--- config.mk ---
export PLATFORM = sky130hd
export DESIGN_NAME = lzx_updn_cnt
export DESIGN_NICKNAME = d
export VERILOG_FILES = /design/src/rtl/lzx_cnt_pkg.sv /design/src/rtl/lzx_cnt_step.sv /design/src/rtl/lzx_updn_cnt.sv
export SDC_FILE = /design/constraint.sdc
export NUM_CORES = 1
export LEC_CHECK = 0
export BUFFER_PORTS_ARGS = -buffer_cell sky130_fd_sc_hd__clkbuf_2
export CELL_PAD_IN_SITES_DETAIL_PLACEMENT = 2
export CELL_PAD_IN_SITES_GLOBAL_PLACEMENT = 2
export CORE_ASPECT_RATIO = 0.75
export CORE_MARGIN = 1.5
export CORE_UTILIZATION = 32
export DETAILED_ROUTE_END_ITERATION = 16
export PLACE_DENSITY = 0.95
export SYNTH_ARGS = -nofsm -noshare
export SYNTH_HDL_FRONTEND = slang
export SYNTH_HIERARCHICAL = 1
export SYNTH_SLANG_ARGS = --single-unit
export TNS_END_PERCENT = 30
--- constraint.sdc ---
create_clock -name CP -period 4 [get_ports CP]
set_input_delay 0.6 -clock CP [delete_from_list [all_inputs] [get_ports CP]]
set_output_delay 0.6 -clock CP [all_outputs]
set_load 0.01 [all_outputs]
--- src/rtl/lzx_cnt_pkg.sv ---
// Shared constants for the lzx up/down counter family.
// Mode constants select the counter's end-of-range behaviour.
// Direction constants give the meaning of the U_D input.
package lzx_cnt_pkg;

    localparam bit LZX_CNT_WRAP = 1'b0;
    localparam bit LZX_CNT_SAT  = 1'b1;

    localparam bit LZX_DIR_UP = 1'b1;
    localparam bit LZX_DIR_DN = 1'b0;

endpackage

--- src/rtl/lzx_cnt_step.sv ---
// Next-count computation for the lzx up/down counter.
// This block is purely combinational and works over the range 0..max.
//   q      : current count
//   max    : terminal value (top of range)
//   u_d    : direction, 1 = up, 0 = down
//   sat    : end-of-range mode, 0 = wrap, 1 = saturate
//   q_next : value to load if a count is taken
//   at_end : q sits on the range end for the current direction
module lzx_cnt_step
    import lzx_cnt_pkg::*;
#(
    parameter int WIDTH = 8
) (
    input  logic [WIDTH-1:0] q,
    input  logic [WIDTH-1:0] max,
    input  logic             u_d,
    input  logic             sat,
    output logic [WIDTH-1:0] q_next,
    output logic             at_end
);

    always_comb begin
        q_next = q;
        at_end = 1'b0;
        if (u_d == LZX_DIR_UP) begin
            at_end = (q == max);
            if (q < max) begin
                q_next = q + 1'b1;
            end else if (sat == LZX_CNT_SAT) begin
                // Saturation also pulls an out-of-range count (from a load) back to max.
                q_next = max;
            end else begin
                q_next = '0;
            end
        end else begin
            at_end = (q == '0);
            if (q != '0) begin
                // Decrement applies even above max; no clamp in this direction.
                q_next = q - 1'b1;
            end else if (sat == LZX_CNT_SAT) begin
                q_next = '0;
            end else begin
                q_next = max;
            end
        end
    end

endmodule

--- src/rtl/lzx_updn_cnt.sv ---
// Presettable, cascadable up/down counter with a programmable terminal value.
// The count range is 0..MAX. The end-of-range mode is fixed by the SAT parameter.
//   CP    : clock (rising edge)
//   MR    : synchronous master reset, active-high
//   PE_n  : parallel load enable, active-low
//   CEP_n : count enable parallel, active-low
//   CET_n : count enable trickle, active-low; also gates TC
//   U_D   : direction, 1 = up, 0 = down
//   D     : parallel load data, loaded unmodified
//   MAX   : terminal value
//   Q     : registered count
//   TC    : combinational terminal count, for chaining into the next stage's CET_n
//   WRAP  : registered one-cycle pulse after a count taken at the range end
module lzx_updn_cnt
    import lzx_cnt_pkg::*;
#(
    parameter int WIDTH = 8,
    parameter bit SAT   = LZX_CNT_WRAP
) (
    input  logic             CP,
    input  logic             MR,
    input  logic             PE_n,
    input  logic             CEP_n,
    input  logic             CET_n,
    input  logic             U_D,
    input  logic [WIDTH-1:0] D,
    input  logic [WIDTH-1:0] MAX,
    output logic [WIDTH-1:0] Q,
    output logic             TC,
    output logic             WRAP
);

    logic [WIDTH-1:0] q_next;
    logic             at_end;
    logic             count;

    lzx_cnt_step #(.WIDTH(WIDTH)) u_step (
        .q      (Q),
        .max    (MAX),
        .u_d    (U_D),
        .sat    (SAT),
        .q_next (q_next),
        .at_end (at_end)
    );

    assign count = !CEP_n && !CET_n;
    assign TC    = !CET_n && at_end;

    // Priority: reset, then load, then count, then hold.
    // WRAP equals TC on a count edge, because CET_n is low whenever a count is taken.
    always_ff @(posedge CP) begin
        if (MR) begin
            Q    <= '0;
            WRAP <= 1'b0;
        end else if (!PE_n) begin
            Q    <= D;
            WRAP <= 1'b0;
        end else if (count) begin
            Q    <= q_next;
            WRAP <= at_end;
        end else begin
            WRAP <= 1'b0;
        end
    end

endmodule

==> flow_metrics.tcl, run 1 <==
set metrics [dict create \
    maximum_number_of_pins_on_one_net_before_global_route_repair 24 \
    share_of_synthesized_area_occupied_by_flip_flops_and_latches_pct 14.5 \
    initial_standard_cell_utilization_of_the_core_pct 33.8 \
    clk_pin_slew_ns 0.05 \
    maxSlewViolCount 0 \
    via_count 1386 \
    ys_async_sr_fraction_pct 0 \
    syn_avg_cell_area_um2 7.69 \
    synth_flop_cell "dfxtp_1" \
    timing.critical_path.buf_inv 1 \
    ys.warnings.count 6 \
    core_area_um2 3680 \
    numClockSinks 9 \
    critical_path.top_delay_family "compound AO/OA/AOI/OAI gates" \
    dp_hpwl_um 3630 \
    critical_path_arrival_ns 3.40 \
    post_cts_hold_buffer_count 0 \
    hold_viol_final 0 \
    tritoncts_clock_tree "yes" \
    via_count_of_the_first_global_routing_pass 1528 \
    worst-path-max-fanout 12 \
    avgViaCountPerCell 5.73 \
    initialDrtViolationCount 71 \
    total_leakage_power_nw 0.663 \
    yosysUniqueCellTypes 46 \
    synthToLayoutAreaGrowth_pct 16.8 \
    detail_route.drc_violations 0 \
    clock_tree_buffer_depth 2 \
    postSynthCellCount 162 \
    globalRouteOverflowTotal 0 \
    cp.required_ns 4.14 \
    detailed_place.area_um2 1410 \
    power.density_cell_area_nw_per_um2 268 \
    io_pins 32 \
    max_slew_headroom_at_the_worst_pin_pct 30.3 \
    max_clock_freq_mhz 307 \
    worst_path_max_delay_cell "a21oi_1" \
    postCtsSetupRepairBufs 0 \
    synth.ff_latch_count 9 \
    timing.critical_path.slowest_cell_delay_ns 0.81 \
    final.period_utilization_pct 81.4 \
    nNetsFinal 224 \
    layout.core_utilization_pct 39.5 \
    grt_pass1_wl_um 7880 \
    hp-class "primary input to flop" \
    detail_route.wl_per_cell_um 19.8 \
    max_slew.worst_pin.slew_ns 1.05 \
    irDropWorstVdd_mv 0.103 \
    die_h_um 57.0 \
    antenna_found_initial 0 \
    crit_top_cell "a311oi_1" \
    timing.critical_path.to_type "flop" \
    die_area_um2 4280 \
    port_buffers 31 \
    cap_violations 0 \
    run_status "finished, final reports clean" \
    report.final.setup_viol 0 \
    htreeDepth 1 \
    clock_skew_ns 0.00219 \
    drt_pre_antenna_iters 4 \
    worstPathCellList "inv_1, ha_1, nor2b_1, o211ai_2, a21oi_1, nor4_1, a311oi_1, or3b_2, a311oi_1" \
    ctsResizeCount 0 \
    post_route_cells_drive_above_1_share_pct 23.2 \
    fin_crit_ns 3.26 \
    worst_setup_path_start_kind "flop" \
    cts_inserted_buffers 3 \
    final.setup.tns_ns 0 \
    path_class "flop to flop" \
    netlist_area_um2 1250 \
    wirelength_um 4800 \
    chipWidth_um 75.1 \
    gp_routability_congestion 0.885 \
    setup_repair_after_global_routing_missed_its_margin "no" \
    std_cell_rows 19 \
    fin_worst_hold_slack_ns 0.622 \
    number_of_enable_flip_flop_cells_after_synthesis 0 \
    n_antenna_cell 0 \
    final_area_um2 1460 \
    grt_util_all_layers_pct 24.3 \
    detail-route-antenna-nets 0 \
    clock_insertion_delay_worst_skew_ns 0.23 \
    cts_root_buf "clkbuf_8" \
]
-- report_power, final --
part / total (W) / switching [W] / leakage [nW] / internal [W]
clock: 0.000108 / 0.0000386 / 0.0228 / 0.0000697
combinational: 0.000164 / 0.0000913 / 0.565 / 0.0000730
sequential: 0.000118 / 0.0000211 / 0.0746 / 0.0000964
-- cell families after synthesis --
kind of cell / count (synthesis) / synth area share, %
AOI/OAI and AO/OA: 42 / 25.3
xor gates and xnor gates: 11 / 7.73
adders and majority gates: 11 / 11.0
buffers and inverters: 24 / 9.64
DFF: 9 / 14.5
muxes: 2 / 1.61
other: 1 / 0.301
and+or+nand+nor: 62 / 29.9
-- metal layers --
metal / share of wire (%) / GRT usage, % / up-vias
li1: - / - / 663
met1: 46 / 32.9 / 691
met2: 50 / 41.6 / 30
met3: 3.7 / 3.53 / 2
met4: 0.37 / 3.90 / 0
met5: 0 / 0 / -
-- per-stage QoR --
step	setup slack (ns)	total power [W]	instances
after floorplan	1.28	0.000229	168
after global placement	0.806	0.000266	238
after detailed placement	0.534	0.000280	238
after CTS	0.772	0.000391	242
after global routing	0.548	0.000419	242
final	0.744	0.000390	242
-- registers in the layout (all words and copies together) (netlist names) --
signal  count
Q           8
WRAP        1
-- synthesized netlist by cell type (2+ instances only) --
cell type	n	area, um2
or4_1	3	22.5
ha_1	11	138
or3b_1	4	35.0
a311oi_1	9	78.8
o221ai_1	2	17.5
nand3_1	9	45.0
buf_1	3	11.3
o2111ai_1	2	17.5
o32a_1	2	20.0
nor2_1	13	48.8
and3_1	5	31.3
or3b_2	4	35.0
mux2i_1	2	20.0
inv_1	11	41.3
clkbuf_1	3	11.3
nand2_1	8	30.0
nor3_1	5	25.0
o21ai_0	10	50.1
xnor2_1	7	61.3
dfxtp_1	9	180
buf_2	2	10.0
buf_6	3	33.8
o32ai_1	2	17.5
xor2_1	4	35.0
a41o_1	3	30.0
a21oi_1	6	30.0
-- path summary, 6_finish.rpt --
check | cells after the start | to | slack (ns) | start
setup / recovery | 9 | Q[5] | 0.74 | Q[0]
hold / removal | 3 | Q[1] | 0.62 | D[1]
setup reg to reg | 9 | Q[5] | 0.74 | Q[0]
hold reg to reg | 2 | Q[7] | 0.66 | Q[7]
-- layout make-up --
cell class,instances,area [um2]
timing repair buffer,31,155
clock buffer,4,45.0
fill,455,2230
inverter,11,41.3
multi-input combinational,135,968
sequential,9,180
tap,52,65.1
-- worst min-delay path, stage by stage --
cell and delay (ns):
clkbuf_2 0.08, nor2_1 0.08, a311oi_1 0.05
-- placed cells by master (no fill, tap or decap), types with 3 or more instances in the layout --
cell and n:
a41o_1 3, nand3_1 9, ha_1 11, a21oi_1 6, conb_1 7, inv_1 11, o21ai_0 9, or3b_2 4
and3_1 5, xnor2_1 7, nor3_1 5, clkbuf_2 31, or3b_1 4, a311oi_1 9, clkbuf_8 3, or4_1 3
nor2_1 13, dfxtp_1 9, nand2_1 8, xor2_1 4
Note: power is estimated with default switching activity, not from simulation.
==> inputs of run 2 (changes only) <==
- CORE_UTILIZATION: 32 -> 30
- PLACE_DENSITY: 0.95 -> 0.91
- clock period: 4 -> 3.1 ns (I/O delays scaled with it)
==> run 2 against run 1 <==
Global-route usage is 3.2 points lower. Utilization is 1.2 points lower. Combinational power is 52% higher. Non-clock buffer count is 11 higher. Final cell count is 5.8% higher. Critical path type is now primary input to flop. Sequential share of layout area is 0.69 points lower.
==> flow_metrics.tcl, run 2 (synthesis results as in run 1) <==
set metrics [dict create \
    run_status "finished, final reports clean" \
    switching_power_w 0.000195 \
    die_area_um2 4550 \
    postCtsSetupRepairBufs 0 \
    maxSlewViolCount 0 \
    clk_pin_slew_ns 0.05 \
    tritoncts_clock_tree "yes" \
    max_clock_freq_mhz 345 \
    grt_pass1_wl_um 7460 \
    n_antenna_cell 0 \
    final.period_utilization_pct 93.4 \
    post_route_cells_drive_above_1_share_pct 27.4 \
    avgViaCountPerCell 5.58 \
    clock_insertion_delay_worst_skew_ns 0.23 \
    nNetsFinal 235 \
    power.share.sequential_pct 25.1 \
    std_cell_rows 20 \
    crit_top_cell "a311oi_1" \
    initialDrtViolationCount 65 \
    antenna_found_initial 0 \
    chipWidth_um 77.4 \
    numClockSinks 9 \
    cp.required_ns 3.24 \
    worst_slack_at_placement_ns 0.0731 \
    timing.critical_path.to_type "flop" \
    crit_path_end "Q[5]" \
    critical_path_arrival_ns 3.04 \
    crit_path_start "MAX[7]" \
    detail_route.drc_violations 0 \
    drt_pre_antenna_iters 4 \
    irDropWorstVdd_mv 0.112 \
    total_leakage_power_nw 0.719 \
    hold_viol_final 0 \
    report.final.setup_viol 0 \
    max_slew_headroom_at_the_worst_pin_pct 40.5 \
    cap_violations 0 \
    cts_inserted_buffers 3 \
    cts_root_buf "clkbuf_8" \
    worst_path_max_delay_cell "or3b_2" \
    gp_routability_congestion 0.841 \
    timing.critical_path.slowest_cell_delay_ns 0.48 \
    setup_repair_after_global_routing_missed_its_margin "no" \
    min_delay_path_depth 3 \
    initial_standard_cell_utilization_of_the_core_pct 30.9 \
    fin_worst_hold_slack_ns 0.492 \
    detail-route-antenna-nets 0 \
    clock_tree_buffer_depth 2 \
    startpoint_of_the_lowest_slack_register_to_register_path "Q[7]" \
    max_flop_register "Q" \
    via_count_of_the_first_global_routing_pass 1492 \
    dp_hpwl_um 3700 \
    post_cts_hold_buffer_count 0 \
    largest_reg_flops 8 \
    synthToLayoutAreaGrowth_pct 23.7 \
    die_h_um 58.8 \
    most-common-layout-cells "clkbuf_2 (31), nor2_1 (13), buf_4 (11), inv_1 (11), ha_1 (11)" \
    worst_setup_path_start_kind "primary input" \
    globalRouteOverflowTotal 0 \
    via_count 1429 \
    grt_util_all_layers_pct 21.2 \
    core_area_um2 4030 \
    worstPathCellList "clkbuf_2, inv_1, ha_1, a21oi_1, o21ai_0, or2_2, a311oi_1, or3b_2, a311oi_1" \
    ctsResizeCount 0 \
    power.density_cell_area_nw_per_um2 336 \
    wirelength_um 4680 \
    layout.core_utilization_pct 38.3 \
    worst-path-max-fanout 7 \
    share_comb_of_total_power_pct 48.1 \
    hp-class "primary input to flop" \
    reg2regPathDepth 7 \
    clock_skew_ns 0.00341 \
    worst_r2r_endpoint "Q[5]" \
    port_buffers 31 \
    leading_cell_type_in_the_layout_fill_and_taps_excluded "clkbuf_2" \
    io_pins 32 \
    biggestRegsByFlops "Q (8), WRAP (1)" \
    internal_power_w 0.000322 \
    path_class "primary input to flop" \
    share_clk_of_total_power_pct 26.8 \
    maximum_number_of_pins_on_one_net_before_global_route_repair 23 \
    minimum_setup_slack_among_reg_to_reg_paths_ns 0.25 \
    worst_slack_ns 0.204 \
    switching_share_pct 37.8 \
    final.setup.tns_ns 0 \
    max_slew.worst_pin.slew_ns 0.883 \
    detail_route.wl_per_cell_um 18.3 \
    htreeDepth 1 \
    fin_crit_ns 2.90 \
]
run 2: changes by cell type in the layout (fill, tap and decap cells not counted), sizes merged:
cell	delta
buf	+11
run 2: worst min path at each step:
| stage | from | to |
|---|---|---|
| after floorplan | Q[3] | Q[3] |
| after global placement | Q[0] | Q[0] |
| after detailed placement | Q[0] | Q[0] |
| after CTS | D[1] | Q[1] |
| after global routing | D[4] | Q[4] |
| final | D[1] | Q[1] |
run 2: worst max-delay path, delay by kind of cell:
kind	cells	cell delay, ns
compound gates	4	1.17
fa+ha+maj	1	0.31
buf+inv	2	0.15
simple gates	2	0.94
run 2: cell type report:
type | count | area, um2
Clock buffer | 4 | 45.0
Fill cell | 502 | 2490
Inverter | 11 | 41.3
Multi-Input combinational cell | 135 | 968
Sequential cell | 9 | 180
Tap cell | 55 | 68.8
Timing Repair Buffer | 42 | 238
run 2: power groups by stage:
| stage | Clock [W] | Combinational, W | Sequential, W |
|---|---|---|---|
| floorplan | 0 | 0.000150 | 0.000145 |
| global placement | 0 | 0.000234 | 0.000132 |
| detailed placement | 0 | 0.000245 | 0.000132 |
| CTS | 0.000144 | 0.000246 | 0.000130 |
| global route | 0.000147 | 0.000270 | 0.000131 |
| finish | 0.000139 | 0.000249 | 0.000130 |
run 2: through the flow:
stage	area [um2]	power (W)	instances
final	1540	0.000517	256
after floorplan	1270	0.000295	168
after CTS	1540	0.000520	256
after global routing	1540	0.000548	256
after detailed placement	1500	0.000377	252
after global placement	1500	0.000365	252
run 2: metal layers:
metal / GRT usage [%] / share of wire, % / wire (um) / vias to the layer above
met2: 39.0 / 48 / 2270 / 31
met4: 4.68 / 1.9 / 89 / 0
met1: 26.8 / 47 / 2210 / 709
met5: 0 / 0 / 0 / -
met3: 2.48 / 2.4 / 114 / 6
li1: - / - / - / 683
==> inputs of run 3 (changes only) <==
- CORE_UTILIZATION: 30 -> 28
- GPL_TIMING_DRIVEN: not set -> 0
- PLACE_DENSITY: 0.91 -> 0.89
- SYNTH_HIERARCHICAL: 1 -> not set
==> run 3 against run 2 <==
Utilization decreased by 1.3 points. Synthesized cell count is 4.3% lower. Sequential cell count is the same. Via count decreased by 6.5%. Worst hold slack better by 0.0054 ns. Setup slack improved by 0.080 ns. Wire length down 2.9%. Register-to-register slack improved by 0.09 ns. Die area shrank 2.2%. First-iteration DRC count down 28%. Sequential share of layout area increased by 1.2 points. Critical path depth down 2. Critical endpoint is now TC. Largest power group unchanged.
==> flow_metrics.tcl, run 3 <==
set metrics [dict create \
    run_status "finished, final reports clean" \
    irDropWorstVdd_mv 0.0969 \
    max_flop_register "Q" \
    drt_pre_antenna_iters 4 \
    die_h_um 58.2 \
    yosysUniqueCellTypes 46 \
    htreeDepth 1 \
    detail-route-antenna-nets 0 \
    biggestRegsByFlops "Q (8), WRAP (1)" \
    maximum_number_of_pins_on_one_net_before_global_route_repair 11 \
    hold_viol_final 0 \
    max_slew.worst_pin.slew_ns 0.616 \
    io_pins 32 \
    postCtsSetupRepairBufs 0 \
    wirelength_um 4550 \
    via_count 1336 \
    maxSlewViolCount 0 \
    cts_inserted_buffers 3 \
    antenna_found_initial 0 \
    gp_routability_congestion 0.876 \
    timing.critical_path.to_type "output port" \
    timing.critical_path.slowest_cell_delay_ns 0.42 \
    postSynthNetCount 188 \
    largest_reg_flops 8 \
    report.power.total_w 0.000534 \
    netlist.area_leader.share_pct 15.9 \
    leading_cell_type_in_the_layout_fill_and_taps_excluded "clkbuf_2" \
    syn_avg_cell_area_um2 7.33 \
    number_of_enable_flip_flop_cells_after_synthesis 0 \
    area_occupied_by_multi_input_gates_um2 858 \
    path_class "flop to output port" \
    cp.required_ns 2.63 \
    post_cts_hold_buffer_count 0 \
    clock_skew_ns 0.00190 \
    fin_crit_ns 2.82 \
    hp-class "primary input to flop" \
    ctsResizeCount 0 \
    setup_repair_after_global_routing_missed_its_margin "no" \
    cap_violations 0 \
    fillerInstances 462 \
    std_cell_rows 19 \
    worstPathCellList "clkbuf_1, inv_1, ha_1, nor3b_1, a31oi_1, nor2_1, clkbuf_2" \
    detail_route.drc_violations 0 \
    worst_path_max_delay_cell "clkbuf_1" \
    critical_path_arrival_ns 2.35 \
    synth.ff_latch_count 9 \
    avgViaCountPerCell 5.54 \
    route.met2.wl_um 2160 \
    detail_route.wl_per_cell_um 18.9 \
    port_buffers 30 \
    clock_insertion_delay_worst_skew_ns 0.23 \
    final.period_utilization_pct 90.9 \
    worst-path-max-fanout 10 \
    n_antenna_cell 0 \
    clock_tree_buffer_depth 2 \
    ys_async_sr_fraction_pct 0 \
    globalRouteOverflowTotal 0 \
    drt-met1-wl_um 2130 \
    area.sequential_um2 180 \
    ys.warnings.count 0 \
    report.final.setup_viol 0 \
    dp_hpwl_um 3550 \
    clk_pin_slew_ns 0.04 \
    synth.top_cells.by_count "nand2_1 (16), nor2_1 (12), ha_1 (11), a31oi_1 (10), inv_1 (10)" \
    synth_flop_cell "dfxtp_1" \
    nNetsFinal 223 \
    max_clock_freq_mhz 355 \
    cts_root_buf "clkbuf_8" \
    netlist_area_um2 1140 \
    route.met3.wl_um 176 \
    netlist.top_cell.by_area "dfxtp_1" \
    initial_standard_cell_utilization_of_the_core_pct 30.1 \
    yosysMostFrequentCell "nand2_1" \
    power.density_cell_area_nw_per_um2 382 \
    grt_pass1_wl_um 7600 \
    core_area_um2 3780 \
    worst_setup_path_start_kind "flop" \
    synthToLayoutAreaGrowth_pct 22.9 \
    tritoncts_clock_tree "yes" \
    topRoutingLayerUsed "met4" \
    initialDrtViolationCount 47 \
    post_route_cells_drive_above_1_share_pct 24.9 \
    synth_top_cells_by_area "dfxtp_1 (16%), ha_1 (12%), a31oi_1 (5.5%), nand2_1 (5.3%), xnor2_1 (4.6%)" \
    chipWidth_um 76.6 \
    postSynthCellCount 155 \
    max_slew_headroom_at_the_worst_pin_pct 59.0 \
    share_of_synthesized_area_occupied_by_flip_flops_and_latches_pct 15.9 \
    total_leakage_power_nw 0.611 \
    grt_util_all_layers_pct 22.3 \
    numClockSinks 9 \
    via_count_of_the_first_global_routing_pass 1467 \
    most-common-layout-cells "clkbuf_2 (30), nand2_1 (16), nor2_1 (12), ha_1 (11)" \
    final.setup.tns_ns 0 \
    die_area_um2 4450 \
]
==> run 3: layer usage <==
layer,up-vias,GRT usage (%)
met5,-,0
met4,0,8.73
met3,9,2.99
met2,36,39.2
met1,656,28.2
li1,635,-
==> run 3: final cells by class <==
| type | instances | share of cell area (%) |
|---|---|---|
| well taps | 52 | 4.66 |
| inverters | 10 | 2.69 |
| plain buffers | 12 | 4.30 |
| repair buffers | 30 | 10.8 |
| flip-flops and latches | 9 | 12.9 |
| clock buffers | 4 | 3.23 |
| multi-input cells | 124 | 61.5 |
==> run 3: where the power goes <==
group | internal (W) | leakage [nW] | switching, W
Sequential | 0.000126 | 0.0742 | 0.0000113
Clock | 0.0000896 | 0.0228 | 0.0000465
Combinational | 0.000103 | 0.514 | 0.000158
==> run 3: logic make-up (layout without fill, tap and decap cells) <==
family	after synthesis	count (layout)	share of synthesized area (%)
AND/OR/NAND/NOR	61	61	28.3
AO/OA/AOI/OAI	42	42	27.1
buffers and inverters	22	56	8.59
adder cells (fa/ha/maj)	11	11	12.1
flip-flops	9	9	15.9
XOR/XNOR	8	8	6.17
multiplexers	2	2	1.87
==> run 3: worst max-delay path: cells and delay by family (launching register included) <==
kind / cells / cell delay [ns]
and+or+nand+nor: 2 / 0.28
AOI/OAI and AO/OA: 1 / 0.39
adders and majority gates: 1 / 0.31
DFF: 1 / 0.39
buffers and inverters: 3 / 0.76
==> run 3: final timing paths <==
path         startpoint   end  slack, ns  cells after the start
max                Q[0]    TC       0.28                      7
min                D[3]  Q[3]       0.50                      3
max reg2reg        Q[0]  Q[2]       0.34                      8
min reg2reg        Q[5]  Q[5]       0.82                      5
==> run 3: through the flow <==
| step | hold WS, ns | instances | instance area [um2] | setup WS, ns | util, % |
|---|---|---|---|---|---|
| after floorplan | 0.637 | 155 | 1140 | 1.13 | - |
| after global placement | 0.733 | 237 | 1350 | 0.737 | 35.7 |
| after detailed placement | 0.744 | 237 | 1350 | 0.428 | 35.7 |
| after CTS | 0.502 | 241 | 1400 | 0.310 | 36.9 |
| after global routing | 0.506 | 241 | 1400 | 0.0986 | 36.9 |
| final | 0.498 | 241 | 1400 | 0.283 | 36.9 |
